## src/rtl/noise_source_gauss.sv

```systemverilog
`default_nettype none
// +-----------------------------------------------------------------------------+
// | Module   : noise_source_gauss                                              |
// | Summary  : Irwin-Hall (n=4) Gaussian-like noise from four 32-bit Galois     |
// |            LFSRs, 2-stage adder pipeline, programmable decimation.          |
// | Revision : 1.0  initial release                                             |
// +-----------------------------------------------------------------------------+
module noise_source_gauss #(
  parameter logic [31:0] SEED0 = 32'h0000_0001,
  parameter logic [31:0] SEED1 = 32'h0000_2000,
  parameter logic [31:0] SEED2 = 32'hFFFF_FFFF,
  parameter logic [31:0] SEED3 = 32'h1234_5678
) (
  input  logic        clk_i,
  input  logic        rst_i,
  input  logic        en_i,
  input  logic [15:0] div_i,
  input  logic        seed_load_i,
  input  logic [1:0]  seed_sel_i,
  input  logic [31:0] seed_i,
  output logic [15:0] data_o,
  output logic        valid_o
);

  localparam logic [31:0] c_poly = 32'h8020_0003;

  logic [15:0]       r_cnt;
  logic [14:0]       r_p0;
  logic [14:0]       r_p1;
  logic              r_v1;
  logic              w_tick;
  logic [3:0][13:0]  w_u;

  // Greater-or-equal compare so lowering div_i below the count never locks up.
  assign w_tick = en_i && (r_cnt >= div_i);

  generate
    for (genvar k = 0; k < 4; k++) begin : g_lfsr
      localparam logic [31:0] c_seed = (k == 0) ? SEED0 :
                                       (k == 1) ? SEED1 :
                                       (k == 2) ? SEED2 : SEED3;
      logic [31:0] r_state;
      logic        w_load;

      assign w_load = seed_load_i && (seed_sel_i == 2'(k));
      assign w_u[k] = r_state[13:0];

      always_ff @(posedge clk_i or posedge rst_i) begin
        if (rst_i) begin
          r_state <= c_seed;
        end else if (w_load) begin
          r_state <= (seed_i == 32'd0) ? c_seed : seed_i;
        end else if (w_tick) begin
          r_state <= (r_state >> 1) ^ (r_state[0] ? c_poly : 32'd0);
        end
      end
    end
  endgenerate

  always_ff @(posedge clk_i or posedge rst_i) begin
    if (rst_i) begin
      r_cnt <= 16'd0;
    end else if (w_tick) begin
      r_cnt <= 16'd0;
    end else if (en_i) begin
      r_cnt <= r_cnt + 16'd1;
    end
  end

  // Manual sign extension keeps the adders explicitly sized.
  always_ff @(posedge clk_i or posedge rst_i) begin
    if (rst_i) begin
      r_p0    <= 15'd0;
      r_p1    <= 15'd0;
      r_v1    <= 1'b0;
      data_o  <= 16'd0;
      valid_o <= 1'b0;
    end else begin
      r_v1 <= w_tick;
      if (w_tick) begin
        r_p0 <= {w_u[0][13], w_u[0]} + {w_u[1][13], w_u[1]};
        r_p1 <= {w_u[2][13], w_u[2]} + {w_u[3][13], w_u[3]};
      end
      valid_o <= r_v1;
      if (r_v1) begin
        data_o <= {r_p0[14], r_p0} + {r_p1[14], r_p1};
      end
    end
  end

endmodule
`default_nettype wire

```

## config.mk

```make
export PLATFORM = sky130hd
export DESIGN_NAME = noise_source_gauss
export DESIGN_NICKNAME = d
export VERILOG_FILES = /design/src/rtl/noise_source_gauss.sv
export SDC_FILE = /design/constraint.sdc
export NUM_CORES = 1
export LEC_CHECK = 0
export ABC_AREA = 1
export CORE_ASPECT_RATIO = 1.25
export CORE_MARGIN = 2
export CORE_UTILIZATION = 30
export CTS_CLUSTER_SIZE = 30
export DETAILED_ROUTE_END_ITERATION = 16
export PLACE_DENSITY_LB_ADDON = 0.05
export SYNTH_ARGS = -nofsm -noshare
export SYNTH_HDL_FRONTEND = slang
export SYNTH_SLANG_ARGS = --single-unit
```

## constraint.sdc

```tcl
create_clock -name clk_i -period 8 [get_ports clk_i]
set_clock_uncertainty 0.1 [all_clocks]
set_input_delay 2 -clock clk_i [delete_from_list [all_inputs] [get_ports clk_i]]
set_output_delay 2 -clock clk_i [all_outputs]
set_load 0.1 [all_outputs]
```

==> summary.md <==
| Metric | Value |
|---|---|
| Dpl ws | 2.443 ns |
| Routed Antenna Nets | 0 |
| Fin crit share | 0.6248 |
| Grt ovf | 0 |
| Crit. Startpoint | div_i[1] |
| Max Slew Vio Count | 0 |
| Vias | 10790 |
| Clock tree buffer depth | 2 |
| Synthesized instance count | 1731 |
| Initial Util | 0.3038 |
| Number of diodes | 0 |
| Sequential Power Share | 0.432 |
| Sink Count | 192 |
| CTS tree | built |
| DRT Pass-1 Iters | 4 |
| Setup TNS | 0 ns |
| Leak | 0.007028 uW |
| Total wire length | 36690 um |
| Non-filler cells, final | 2269 |
| Hold Path Depth | 2 |
| Synth top area cells | dfrtp_1 (30%), nand2_1 (18%), nand3_1 (10%), dfstp_2 (10%), ha_1 (6.2%) |
| I/O pin cnt | 71 |
| Worst-path clk slew | 0.07 ns |
| Overall global routing resource usage | 0.1818 |
| Worst path required time | 8.20 ns |
| Sw Pwr | 1062 uW |
| Reg2reg start | r_cnt[0] |
| Fin Hold WS | 0.3770 ns |
| Synthesis-stage register bit count | 192 |
| DR WL/cell | 16.17 um |
| Final worst slack | 3.002 ns |
| Yosys warning total | 0 |
| Min-delay worst type | reg -> reg |
| Hold Crit Start | data_o[15] |
| Peak VDD IR | 0.1595 mV |
| Area added between synthesis and finish | 13.40% |
| Synthesized net count | 1848 |
| Postcts setup bufs | 0 |
| Worst Reg2Reg Path Length in Cells | 13 |
| Yosys top cell by area | dfrtp_1 |
| Area of the die | 42160 sq um |
| Pwr/cell area | 220.6 nW/um^2 |
| Net Sw Frac | 0.3492 |
| Drc violations | 0 |
| WS Path Type | in -> reg |
| Number of global-route vias before repair | 10860 |
| Fmax | 200.1 MHz |
| Initial DRC count | 562 |
| Post_cts resized | 0 |
| CTS root buf | clkbuf_16 |
| FILL cells | 4357 |
| Internal power | 1980 uW |
| Vias/cell | 4.756 |
| Syn Area/Cell | 7.023 sq um |
| FF/Latch Area | 4863 sq um |
| Dpl cell area | 13230 sq um |
| Clock latency on the worst-skew pair | 0.46 ns |
| Die height | 229.1 um |
| FP Rows | 82 |
| Clock power share | 0.280 |
| Status | finished clean |
| # setup viols final | 0 |
| Htree depth | 4 |
| Largest net degree at the start of global routing | 110 |
| Die extent in x | 184.1 um |
| First-pass GRT wire length | 59710 um |
| Count of input and output buffers | 70 |
| RSZ-0062 raised after global routing | no |
| Register area share after synthesis | 0.4001 |
| Multi-input logic area | 6286 sq um |
| Post-synth top area share | 0.2985 |
| Post-Syn Area | 12160 sq um |
| Crit-path max FO | 109 |
| Max cap viols | 0 |
| Tightest Pin Transition | 1.011 ns |
| Nets | 1869 |
| Synth cell types | 33 |
| Initial antenna violation count | 1 |
| Gate power share | 0.288 |
| Reg2Reg Setup Slack | 4.56 ns |
| Crit path DAT | 5.20 ns |
| Max-slew headroom | 0.3239 |
| Core Area | 40010 sq um |
| Endpoint type of the worst setup path | flop |
| Tmin final | 4.998 ns |
| Cts bufs inserted | 17 |
| DPL Wire Length | 25320 um |
| Final hold vios | 0 |
| Final Instance Area | 13790 sq um |
| Routability cong. | 0.8357 |
| Placed cell count | 2237 |
| Share of cells above drive strength 1 | 0.05949 |
| Type of origin of the critical path | primary input |
| Cts hold-fix bufs | 0 |
## cell usage after synthesis, drive strengths merged
library cell  instances
dfrtp               145
o21ai                64
nand4                10
inv                 172
and2                  1
and3                  1
a21oi                61
ha                   60
a21o                  3
o21a                  2
xnor2                27
nand2               585
o21bai                7
nor3                 15
nor2                165
clkinv                1
or2                   1
a31oi                 8
dfstp                47
buf                  38
clkbuf               43
xor2                 17
nand3               253
nand3b                2
fa                    3
## layout by cell type (no fill, tap or decap), drive strengths merged, types with 3 or more instances in the layout
master / count
nand2: 585
nand3: 253
inv: 172
nor2: 165
dfrtp: 145
clkdlybuf4s50: 69
o21ai: 64
a21oi: 61
ha: 60
dfstp: 47
xnor2: 27
clkbuf: 22
xor2: 17
nor3: 15
buf: 14
nand4: 10
clkinv: 9
a31oi: 8
o21bai: 7
a21o: 3
fa: 3
## flip-flops by register name, summed over array words and instances (netlist names)
register / count
r_cnt: 16
g_lfsr.r_state: 128
valid_o: 1
r_p0: 15
data_o: 16
r_p1: 15
r_v1: 1
## per-layer routing
layer / routed length, um / track usage / share of wire
met5: 16 / 0 / 0.00044
met4: 827 / 0.06225 / 0.023
met3: 739 / 0.02099 / 0.020
met2: 19330 / 0.3376 / 0.53
met1: 15770 / 0.2141 / 0.43
## final cells by class
cell class,count,share of cell area
clock buffers,22,0.03367
clock inverters,10,0.006444
inverters,173,0.04765
multi-input cells,1285,0.4560
flip-flops and latches,192,0.3528
well taps,504,0.04574
repair buffers,83,0.05772
## power by group through the flow
stage	sequential (uW)	clock, uW	combinational [uW]
floorplan	1280	0	682
global placement	1330	0	883
detailed placement	1330	0	884
CTS	1320	889	892
global route	1340	921	1020
finish	1310	852	875
## logic make-up after synthesis
group | after synthesis | synth area share
AND/OR/NAND/NOR | 1033 | 0.3523
flip-flops | 192 | 0.4001
adder cells (fa/ha/maj) | 63 | 0.06669
XOR/XNOR | 44 | 0.03170
buffers and inverters | 254 | 0.08625
AO/OA/AOI/OAI | 145 | 0.06299
## path summary, 6_finish.rpt
check / end
max in group asynchronous: data_o[8]
min: data_o[15]
max: r_p0[12]
min reg2reg: data_o[15]
min in group asynchronous: r_p0[11]
max reg2reg: r_p0[12]
## per-stage QoR
step | utilization | power [uW]
after floorplan | - | 1959
after global placement | 0.3307 | 2213
after detailed placement | 0.3307 | 2217
after CTS | 0.3445 | 3097
after global routing | 0.3445 | 3281
final | 0.3445 | 3042
## worst max-delay path, stage by stage
cell and delay (ns):
clkdlybuf4s50_1 0.45, inv_1 0.04, ha_1 0.30, nand2_1 0.07, nand3_1 0.07, nand2_1 0.06
nand2_1 0.06, nand2_1 0.06, nand2_1 0.07, nand2_1 0.12, nand2_2 0.27, nand2_8 0.62
buf_4 0.74, o21ai_0 0.20
Power figures use the tool's default switching activity.
